--- config.mk ---
export PLATFORM = sky130hd
export DESIGN_NAME = video_timing_gen_flat
export DESIGN_NICKNAME = d
export VERILOG_FILES = /design/src/rtl/video_timing_gen_if.sv /design/src/rtl/video_timing_gen.sv /design/src/flat_wrapper.sv
export SDC_FILE = /design/constraint.sdc
export NUM_CORES = 1
export LEC_CHECK = 0
export BUFFER_PORTS_ARGS = -buffer_cell sky130_fd_sc_hd__buf_2
export CAP_MARGIN = 20
export CORE_MARGIN = 2
export CORE_UTILIZATION = 54
export CTS_BUF_LIST = sky130_fd_sc_hd__clkbuf_4
export CTS_CLUSTER_DIAMETER = 120
export DETAILED_ROUTE_END_ITERATION = 10
export HOLD_SLACK_MARGIN = 0.15
export PLACE_DENSITY = 0.83
export SYNTH_ARGS = -nofsm -noshare
export SYNTH_HDL_FRONTEND = slang
export SYNTH_SLANG_ARGS = --single-unit
--- constraint.sdc ---
create_clock -name pixel_clk -period 2.6 [get_ports pixel_clk]
set_input_delay 0.52 -clock pixel_clk [delete_from_list [all_inputs] [get_ports pixel_clk]]
set_output_delay 0.52 -clock pixel_clk [all_outputs]
set_load 0.03 [all_outputs]
--- src/rtl/video_timing_gen_if.sv ---
// Raster and pixel-fetch signals shared by the timing generator,
// the pattern generator and the DVI encoder.
interface video_timing_gen_if;
  logic [23:0] pixel_data;
  logic [10:0] pixel_xpos;
  logic [10:0] pixel_ypos;
  logic        video_hs;
  logic        video_vs;
  logic        video_de;
  logic [23:0] video_rgb;
  logic        frame_start;

  modport master (
    input  pixel_data,
    output pixel_xpos,
    output pixel_ypos,
    output video_hs,
    output video_vs,
    output video_de,
    output video_rgb,
    output frame_start
  );

  modport slave (
    output pixel_data,
    input  pixel_xpos,
    input  pixel_ypos,
    input  video_hs,
    input  video_vs,
    input  video_de,
    input  video_rgb,
    input  frame_start
  );
endinterface

--- src/rtl/video_timing_gen.sv ---
// HSYNC/VSYNC/DE raster generator with one-pixel-early coordinate
// requests and a DE-gated pixel return path.
module video_timing_gen #(
  parameter logic [10:0] H_SYNC   = 11'd40,
  parameter logic [10:0] H_BACK   = 11'd220,
  parameter logic [10:0] H_DISP   = 11'd1280,
  parameter logic [10:0] H_FRONT  = 11'd110,
  parameter logic [10:0] H_TOTAL  = 11'd1650,
  parameter logic [10:0] V_SYNC   = 11'd5,
  parameter logic [10:0] V_BACK   = 11'd20,
  parameter logic [10:0] V_DISP   = 11'd720,
  parameter logic [10:0] V_FRONT  = 11'd5,
  parameter logic [10:0] V_TOTAL  = 11'd750,
  parameter logic        SYNC_POL = 1'b1
) (
  input logic               pixel_clk,
  input logic               sys_rst_n,
  video_timing_gen_if.master vid
);

  localparam logic [10:0] HA  = H_SYNC + H_BACK;
  localparam logic [10:0] HE  = HA + H_DISP;
  localparam logic [10:0] VA  = V_SYNC + V_BACK;
  localparam logic [10:0] VE  = VA + V_DISP;
  localparam logic [10:0] HR  = HA - 11'd1;
  localparam logic [10:0] HRE = HE - 11'd1;

  logic [10:0] cnt_h;
  logic [10:0] cnt_v;
  logic        h_end;
  logic        v_end;
  logic        h_act;
  logic        v_act;
  logic        req;

  logic        hs_q;
  logic        vs_q;
  logic        de_q;
  logic        fs_q;
  logic [10:0] x_q;
  logic [10:0] y_q;

  assign h_end = (cnt_h == H_TOTAL - 11'd1);
  assign v_end = (cnt_v == V_TOTAL - 11'd1);

  // pixel counter within the line
  always_ff @(posedge pixel_clk or negedge sys_rst_n) begin
    if (!sys_rst_n)
      cnt_h <= '0;
    else if (h_end)
      cnt_h <= '0;
    else
      cnt_h <= cnt_h + 11'd1;
  end

  // line counter, advances on each line wrap
  always_ff @(posedge pixel_clk or negedge sys_rst_n) begin
    if (!sys_rst_n)
      cnt_v <= '0;
    else if (h_end)
      cnt_v <= v_end ? 11'd0 : cnt_v + 11'd1;
  end

  // position decode; request window leads active video by one pixel
  always_comb begin
    h_act = (cnt_h >= HA) && (cnt_h < HE);
    v_act = (cnt_v >= VA) && (cnt_v < VE);
    req   = v_act && (cnt_h >= HR) && (cnt_h < HRE);
  end

  // all raster outputs registered from the same counter state
  always_ff @(posedge pixel_clk or negedge sys_rst_n) begin
    if (!sys_rst_n) begin
      hs_q <= ~SYNC_POL;
      vs_q <= ~SYNC_POL;
      de_q <= 1'b0;
      fs_q <= 1'b0;
      x_q  <= '0;
      y_q  <= '0;
    end else begin
      hs_q <= (cnt_h < H_SYNC) ? SYNC_POL : ~SYNC_POL;
      vs_q <= (cnt_v < V_SYNC) ? SYNC_POL : ~SYNC_POL;
      de_q <= h_act && v_act;
      fs_q <= (cnt_h == 11'd0) && (cnt_v == 11'd0);
      x_q  <= req ? cnt_h - HR : 11'd0;
      y_q  <= req ? cnt_v - VA : 11'd0;
    end
  end

  assign vid.video_hs    = hs_q;
  assign vid.video_vs    = vs_q;
  assign vid.video_de    = de_q;
  assign vid.frame_start = fs_q;
  assign vid.pixel_xpos  = x_q;
  assign vid.pixel_ypos  = y_q;
  assign vid.video_rgb   = vid.pixel_data & {24{de_q}};

endmodule

--- src/flat_wrapper.sv ---
// flat-port wrapper written by rule: the top's interface ports become plain ports
module video_timing_gen_flat 
#(
  parameter logic [10:0] H_SYNC   = 11'd40,
  parameter logic [10:0] H_BACK   = 11'd220,
  parameter logic [10:0] H_DISP   = 11'd1280,
  parameter logic [10:0] H_FRONT  = 11'd110,
  parameter logic [10:0] H_TOTAL  = 11'd1650,
  parameter logic [10:0] V_SYNC   = 11'd5,
  parameter logic [10:0] V_BACK   = 11'd20,
  parameter logic [10:0] V_DISP   = 11'd720,
  parameter logic [10:0] V_FRONT  = 11'd5,
  parameter logic [10:0] V_TOTAL  = 11'd750,
  parameter logic        SYNC_POL = 1'b1
)
  (pixel_clk, sys_rst_n, vid_pixel_data, vid_pixel_xpos, vid_pixel_ypos, vid_video_hs, vid_video_vs, vid_video_de, vid_video_rgb, vid_frame_start);
  video_timing_gen_if vid_i ();
  input logic pixel_clk;
  input logic sys_rst_n;
  input wire logic [$bits(vid_i.pixel_data)-1:0] vid_pixel_data;
  output wire logic [$bits(vid_i.pixel_xpos)-1:0] vid_pixel_xpos;
  output wire logic [$bits(vid_i.pixel_ypos)-1:0] vid_pixel_ypos;
  output wire logic [$bits(vid_i.video_hs)-1:0] vid_video_hs;
  output wire logic [$bits(vid_i.video_vs)-1:0] vid_video_vs;
  output wire logic [$bits(vid_i.video_de)-1:0] vid_video_de;
  output wire logic [$bits(vid_i.video_rgb)-1:0] vid_video_rgb;
  output wire logic [$bits(vid_i.frame_start)-1:0] vid_frame_start;
  assign vid_i.pixel_data = vid_pixel_data;
  assign vid_pixel_xpos = vid_i.pixel_xpos;
  assign vid_pixel_ypos = vid_i.pixel_ypos;
  assign vid_video_hs = vid_i.video_hs;
  assign vid_video_vs = vid_i.video_vs;
  assign vid_video_de = vid_i.video_de;
  assign vid_video_rgb = vid_i.video_rgb;
  assign vid_frame_start = vid_i.frame_start;
  video_timing_gen #(.H_SYNC(H_SYNC), .H_BACK(H_BACK), .H_DISP(H_DISP), .H_FRONT(H_FRONT), .H_TOTAL(H_TOTAL), .V_SYNC(V_SYNC), .V_BACK(V_BACK), .V_DISP(V_DISP), .V_FRONT(V_FRONT), .V_TOTAL(V_TOTAL), .SYNC_POL(SYNC_POL)) u_core (.pixel_clk(pixel_clk), .sys_rst_n(sys_rst_n), .vid(vid_i));
endmodule
==> impl_summary.log, run 1 <==
[metrics] Yosys top cell area share: 0.436
[metrics] unrepaired setup endpoints after global routing: false
[metrics] hold bufs inserted after CTS: 0
[metrics] root cell of the clock tree: clkbuf_4
[metrics] standby leakage power: 1.60 nW
[metrics] drt via density: 5.50
[metrics] HP Class: in -> async
[metrics] setup TNS: 0 ps
[metrics] Syn Nets: 325
[metrics] proportion of synthesized flip-flops having asynchronous set or reset: 1.00
[metrics] number of antenna violations at the first check in global routing: 0
[metrics] dominant delay contributor by cell family on the critical path: simple AND/OR/NAND/NOR gates
[metrics] clock latency of the later-clocked register in the worst-skew pair: 370 ps
[metrics] highest-count cells in the layout ignoring fill and taps: buf_2 (75), dfrtp_1 (48), nor3_1 (31), and2_1 (26), nor2_1 (21)
[metrics] highest achievable clock rate: 0.438 GHz
[metrics] Core Box Area: 0.00482 mm2
[metrics] worst-path fanout max: 11
[metrics] final setup violation count: 0
[metrics] Post-DRT Antenna Nets: 0
[metrics] effective utilization at floorplan: 0.572
[metrics] clock skew: 13.3 ps
[metrics] data required time of the worst path: 2910 ps
[metrics] I/O pin cnt: 76
[metrics] deepest clock path buffer count: 2
[metrics] Crit-path slowest cell: dfrtp_1
[metrics] wire length of the first global-routing pass: 9460 um
[metrics] result of the run: completed
[metrics] grt total ovfl: 0
[metrics] portion of the clock cycle consumed by the worst path in the final layout: 0.878
[metrics] largest stage delay on the critical path: 560 ps
[metrics] worst slew margin relative to its limit: 0.550
[metrics] max-cap violation count: 0
[metrics] DIE WIDTH: 75.4 um
[metrics] number of clock sinks: 48
[metrics] most common cell after layout, fill and taps aside: buf_2
[metrics] Main synth FF type: dfrtp_1
[metrics] buffers plus inverters on the worst setup path: 0
[metrics] category of the critical setup timing path: reg -> reg
[metrics] Total Wirelength: 5880 um
[metrics] CP endpoint kind: flip-flop
[metrics] post-route minimum period: 2280 ps
[metrics] yosys synthesis warning count: 0
[metrics] synth unique cells: 48
[metrics] total number of vias: 2326
[metrics] Setup Fix Bufs, Post-CTS: 0
[metrics] buffers added on ports: 75
[metrics] combined area of the multi-input logic cells: 0.00137 mm2
[metrics] Post-Syn Area: 0.00276 mm2
[metrics] chip height: 75.4 um
[metrics] final standard cell count with taps included and fillers excluded: 423
[metrics] critical path startpoint category: flip-flop
[metrics] ratio of total power to cell area: 357 mW/mm2
[metrics] TritonCTS clock tree: built
[metrics] detailed-route wire length per cell: 13.9 um
[metrics] Synth Register Bits: 48
[metrics] final hold viol count: 0
[metrics] pin count of the biggest net entering global routing: 49
[metrics] average size of a mapped cell: 9.44 um2
[metrics] max-slew violation count: 0
[metrics] slew at the pin closest to its max-slew limit: 673 ps
[metrics] Worst VDD drop: 0.000218 V
[metrics] CP Cell Sequence: ha_1, or3b_1, or4_4, or3_2, o21ai_0
[metrics] total clock buffers created by CTS: 5
[metrics] signal arrival time at the worst endpoint: 2590 ps
[metrics] synthesized netlist cell count: 292
[metrics] share of final-layout standard cells stronger than drive strength 1: 0.287
[metrics] H-Tree Level Count: 2
[metrics] clock-pin slew on the worst setup and hold paths: 150 ps
[metrics] footprint of the flip-flops and latches: 0.00120 mm2
[metrics] sequential-to-total area share from yosys stat: 0.436
[metrics] P&R area growth vs syn: 14.9%
[metrics] most area-hungry cell type in the Yosys netlist: dfrtp_1
[metrics] Gates resized, CTS repair: 0
[metrics] Layout Nets: 388
[metrics] die area: 0.00569 mm2
[metrics] cell count after placement: 415
[metrics] setup slack of the most critical reg-to-reg path: 320 ps
[metrics] number of placement rows: 25
[metrics] antenna cells: 0
[metrics] number of global-route vias before repair: 2101
[metrics] main area contributors after synthesis: dfrtp_1 (44%), and2_1 (5.9%), nor3_1 (5.6%), xnor2_1 (5.4%), ha_1 (3.2%)
[metrics] GRT Overall Usage: 0.218
[metrics] count of flip-flops with a built-in enable after synthesis: 0
[metrics] detailed-route DRC error count: 0
[metrics] router iterations before antenna repair: 4
[metrics] DP HPWL: 4410 um
[metrics] initial drt markers: 128
[metrics] routability cong.: 0.912
[metrics] Filler cells: 400
## worst reg2reg max path: cells and delay by family (launching register included)
| family | cells | cell delay, ps |
|---|---|---|
| AOI/OAI and AO/OA | 1 | 80 |
| and+or+nand+nor | 3 | 1360 |
| adders and majority gates | 1 | 220 |
| DFF | 1 | 560 |
## synth_stat cells, types with 2 or more instances
| library cell | instances |
|---|---|
| ha_1 | 7 |
| nor3_1 | 31 |
| mux2_2 | 2 |
| or3b_2 | 2 |
| inv_1 | 11 |
| buf_4 | 6 |
| nor4_1 | 6 |
| dfrtp_1 | 48 |
| nand2_1 | 14 |
| nor4_4 | 2 |
| clkbuf_1 | 6 |
| o21ai_0 | 9 |
| o211ai_1 | 3 |
| and2_1 | 26 |
| xnor2_1 | 17 |
| nand4_1 | 5 |
| nand3_1 | 11 |
| buf_6 | 3 |
| nor2b_1 | 3 |
| mux2i_1 | 2 |
| a31oi_1 | 3 |
| nor2_1 | 21 |
| a21oi_1 | 8 |
| or3b_1 | 2 |
| and3_1 | 3 |
| buf_2 | 9 |
| xor2_1 | 10 |
| or3_1 | 2 |
## stage by stage
step	hold slack [ps]	util	setup WS, ps	power, mW	area, um2
finish	193	0.657	318	1.13	3170
global route	245	0.657	182	1.18	3170
CTS	223	0.657	327	1.15	3170
detailed placement	608	0.645	374	0.793	3110
global placement	581	0.645	459	0.792	3110
floorplan	224	-	560	0.761	2760
## state kept, by name, indices dropped and copies added, names as in the netlist
name,cells
u_core.cnt_v,11
u_core.vid.frame_start,1
u_core.cnt_h,11
u_core.vid.video_hs,1
u_core.vid.video_vs,1
u_core.vid.video_de,1
u_core.vid.pixel_ypos,11
u_core.vid.pixel_xpos,11
## cells by family (layout without fill, tap and decap cells)
logic type / after synthesis / count (layout) / synth area share
buffers and inverters: 35 / 99 / 0.0681
and+or+nand+nor: 140 / 140 / 0.292
xor gates and xnor gates: 27 / 27 / 0.0858
DFF: 48 / 48 / 0.436
muxes: 4 / 4 / 0.0154
adders and majority gates: 7 / 7 / 0.0318
AOI/OAI and AO/OA: 31 / 31 / 0.0708
## final timing paths
| path | cells after the start | startpoint | end |
|---|---|---|---|
| max in group asynchronous | 2 | sys_rst_n | u_core.vid.pixel_xpos[10] |
| worst max-delay path | 5 | u_core.cnt_h[0] | u_core.cnt_v[3] |
| worst min-delay path | 2 | sys_rst_n | u_core.cnt_v[9] |
| worst min register to register | 1 | u_core.cnt_v[10] | u_core.cnt_v[10] |
| worst max register to register | 5 | u_core.cnt_h[0] | u_core.cnt_v[3] |
| min in group pixel_clk | 1 | u_core.cnt_v[10] | u_core.cnt_v[10] |
## layer usage
metal	vias up	global-route usage	part of all wire
li1	1127	-	-
met1	1091	0.275	0.40
met4	0	0.0663	0.0099
met2	104	0.372	0.50
met3	4	0.0542	0.094
met5	-	0	0
## power by group
part	internal, mW	leakage (nW)	switching [mW]
clock network	0.107	0.0274	0.247
logic	0.0137	0.925	0.0169
registers	0.747	0.651	0
total	0.867	1.60	0.264
## cell type report
type | instances | share of cell area
clock buffer | 5 | 0.0119
inverter | 11 | 0.0130
multi-input combinational | 209 | 0.431
tap | 67 | 0.0265
timing repair buffer | 80 | 0.130
clock inverter | 3 | 0.00751
sequential | 48 | 0.379
Note: power is estimated with default switching activity, not from simulation.
==> inputs of run 2 (changes only) <==
--- a/config.mk
+++ b/config.mk
@@ -5,15 +5,16 @@
 export SDC_FILE = /design/constraint.sdc
 export NUM_CORES = 1
 export LEC_CHECK = 0
+export ABC_AREA = 1
 export BUFFER_PORTS_ARGS = -buffer_cell sky130_fd_sc_hd__buf_2
 export CAP_MARGIN = 20
 export CORE_MARGIN = 2
-export CORE_UTILIZATION = 54
+export CORE_UTILIZATION = 55
 export CTS_BUF_LIST = sky130_fd_sc_hd__clkbuf_4
 export CTS_CLUSTER_DIAMETER = 120
 export DETAILED_ROUTE_END_ITERATION = 10
 export HOLD_SLACK_MARGIN = 0.15
-export PLACE_DENSITY = 0.83
+export PLACE_DENSITY = 0.84
 export SYNTH_ARGS = -nofsm -noshare
 export SYNTH_HDL_FRONTEND = slang
 export SYNTH_SLANG_ARGS = --single-unit
==> run 2 against run 1 <==
  * Core utilization up 0.81 points
  * First-iteration DRC count up 81%
  * Sequential share of layout area down 2.8 points
  * Non-clock buffer count down 4
  * Highest routed layer unchanged
==> impl_summary.log, run 2 <==
[metrics] sequential-to-total area share from yosys stat: 0.410
[metrics] worst reg2reg endpoint: u_core.vid.pixel_ypos[10]
[metrics] Crit-path slowest cell: dfrtp_1
[metrics] portion of the clock cycle consumed by the worst path in the final layout: 0.805
[metrics] category of the critical setup timing path: reg -> out
[metrics] detailed-route DRC error count: 0
[metrics] data required time of the worst path: 2080 ps
[metrics] most common cell after layout, fill and taps aside: nand2_1
[metrics] average size of a mapped cell: 7.65 um2
[metrics] setup TNS: 0 ps
[metrics] highest achievable clock rate: 0.478 GHz
[metrics] top cell types by occurrence after synthesis: nand2_1 (80), inv_1 (57), dfrtp_1 (48)
[metrics] largest stage delay on the critical path: 800 ps
[metrics] drt via density: 5.13
[metrics] Layout Nets: 489
[metrics] depth of the worst register-to-register path: 10
[metrics] I/O pin cnt: 76
[metrics] effective utilization at floorplan: 0.570
[metrics] main area contributors after synthesis: dfrtp_1 (41%), nand2_1 (10%), inv_1 (7.3%), nor2_2 (5.6%), xor2_1 (4.5%)
[metrics] antenna cells: 0
[metrics] slew at the pin closest to its max-slew limit: 667 ps
[metrics] count of flip-flops with a built-in enable after synthesis: 0
[metrics] Worst VDD drop: 0.000209 V
[metrics] number of global-route vias before repair: 2520
[metrics] root cell of the clock tree: clkbuf_4
[metrics] GRT Overall Usage: 0.233
[metrics] worst-path fanout max: 25
[metrics] Core Box Area: 0.00514 mm2
[metrics] clock-pin slew on the worst setup and hold paths: 130 ps
[metrics] proportion of synthesized flip-flops having asynchronous set or reset: 1.00
[metrics] pin count of the biggest net entering global routing: 26
[metrics] setup slack of the most critical reg-to-reg path: 820 ps
[metrics] final hold viol count: 0
[metrics] highest-count cells in the layout ignoring fill and taps: nand2_1 (80), buf_2 (75), inv_1 (57), dfrtp_1 (48), nor2_1 (34)
[metrics] wire length of the first global-routing pass: 11300 um
[metrics] routability cong.: 0.938
[metrics] synthesized netlist cell count: 383
[metrics] synth unique cells: 34
[metrics] Synth Register Bits: 48
[metrics] Post-DRT Antenna Nets: 0
[metrics] Setup Fix Bufs, Post-CTS: 0
[metrics] number of clock sinks: 48
[metrics] deepest clock path buffer count: 2
[metrics] CP endpoint kind: output port
[metrics] router iterations before antenna repair: 5
[metrics] final setup violation count: 0
[metrics] most area-hungry cell type in the Yosys netlist: dfrtp_1
[metrics] standby leakage power: 2.14 nW
[metrics] share of final-layout standard cells stronger than drive strength 1: 0.298
[metrics] DIE WIDTH: 77.0 um
[metrics] Post-DP Area: 0.00332 mm2
[metrics] grt total ovfl: 0
[metrics] cell area after layout: 0.00342 mm2
[metrics] HP Class: in -> async
[metrics] total clock buffers created by CTS: 5
[metrics] clock latency of the later-clocked register in the worst-skew pair: 360 ps
[metrics] Post-Syn Area: 0.00293 mm2
[metrics] ratio of total power to cell area: 380 mW/mm2
[metrics] buffers added on ports: 75
[metrics] CP Cell Sequence: nand2_1, inv_1, buf_2
[metrics] most frequently used cell type in the post-synthesis netlist: nand2_1
[metrics] Yosys top cell area share: 0.410
[metrics] die area: 0.00593 mm2
[metrics] number of antenna violations at the first check in global routing: 0
[metrics] max-slew violation count: 0
[metrics] P&R area growth vs syn: 16.7%
[metrics] clock skew: 11.1 ps
[metrics] max-cap violation count: 0
[metrics] critical path startpoint category: flip-flop
[metrics] unrepaired setup endpoints after global routing: false
[metrics] reg-to-reg startpoint: u_core.cnt_v[1]
[metrics] post-route minimum period: 2090 ps
[metrics] hold bufs inserted after CTS: 0
[metrics] worst slew margin relative to its limit: 0.555
[metrics] total number of vias: 2700
[metrics] DP HPWL: 5100 um
[metrics] signal arrival time at the worst endpoint: 1570 ps
[metrics] Total Wirelength: 6520 um
[metrics] initial drt markers: 232
[metrics] result of the run: completed
[metrics] TritonCTS clock tree: built
[metrics] H-Tree Level Count: 2
[metrics] detailed-route wire length per cell: 12.4 um
[metrics] yosys synthesis warning count: 0
[metrics] Gates resized, CTS repair: 0
[metrics] number of placement rows: 26
[metrics] chip height: 77.0 um
[metrics] Syn Nets: 416
[metrics] Main synth FF type: dfrtp_1
## run 2: kinds of logic (layout without fill, tap and decap cells)
kind of cell / count (synthesis) / in the layout / synth area share
AND/OR/NAND/NOR: 205 / 205 / 0.344
buffers and inverters: 79 / 152 / 0.115
flip-flops: 48 / 48 / 0.410
AO/OA/AOI/OAI: 28 / 28 / 0.0529
XOR/XNOR: 16 / 16 / 0.0478
adder cells (fa/ha/maj): 7 / 7 / 0.0299
## run 2: metal layers
layer,wire [um],up-vias,global-route usage
li1,-,1330,-
met1,2840,1220,0.308
met2,2960,136,0.387
met3,589,14,0.0518
met4,124,0,0.0679
met5,0,-,0
## run 2: layout make-up
cell class              instances  area [um2]
repair buffers                 76         383
multi-input cells             256        1390
flip-flops and latches         48        1200
fillers                       444        1720
well taps                      70        87.6
clock buffers                   5        37.5
inverters                      69         260
clock inverters                 2        60.1
## run 2: critical path: cells and delay by family (launching register included)
kind | cells | cell delay, ps
buf+inv | 2 | 280
flops | 1 | 800
simple gates | 1 | 140
## run 2: worst max path at each step
| stage | start | endpoint | slack (ps) |
|---|---|---|---|
| floorplan | u_core.vid.video_de | vid_video_rgb[10] | 940 |
| global placement | u_core.cnt_v[1] | u_core.vid.pixel_xpos[10] | 910 |
| detailed placement | u_core.cnt_v[1] | u_core.vid.pixel_ypos[10] | 840 |
| CTS | u_core.vid.video_de | vid_video_rgb[8] | 490 |
| global route | u_core.vid.video_de | vid_video_rgb[17] | 370 |
| finish | u_core.vid.video_de | vid_video_rgb[8] | 510 |
## run 2: per-stage QoR
stage / hold slack, ps / total power [mW] / setup slack [ps] / instances / util
detailed placement: 542 / 0.794 / 836 / 519 / 0.647
global route: 162 / 1.34 / 372 / 526 / 0.666
floorplan: 224 / 0.761 / 941 / 383 / -
global placement: 516 / 0.794 / 913 / 519 / 0.647
finish: 138 / 1.30 / 507 / 526 / 0.666
CTS: 152 / 1.31 / 487 / 526 / 0.666
## run 2: power by group
group / switching (mW) / total (mW) / internal, mW
combinational: 0.0186 / 0.0325 / 0.0139
clock: 0.227 / 0.521 / 0.294
sequential: 0 / 0.746 / 0.746
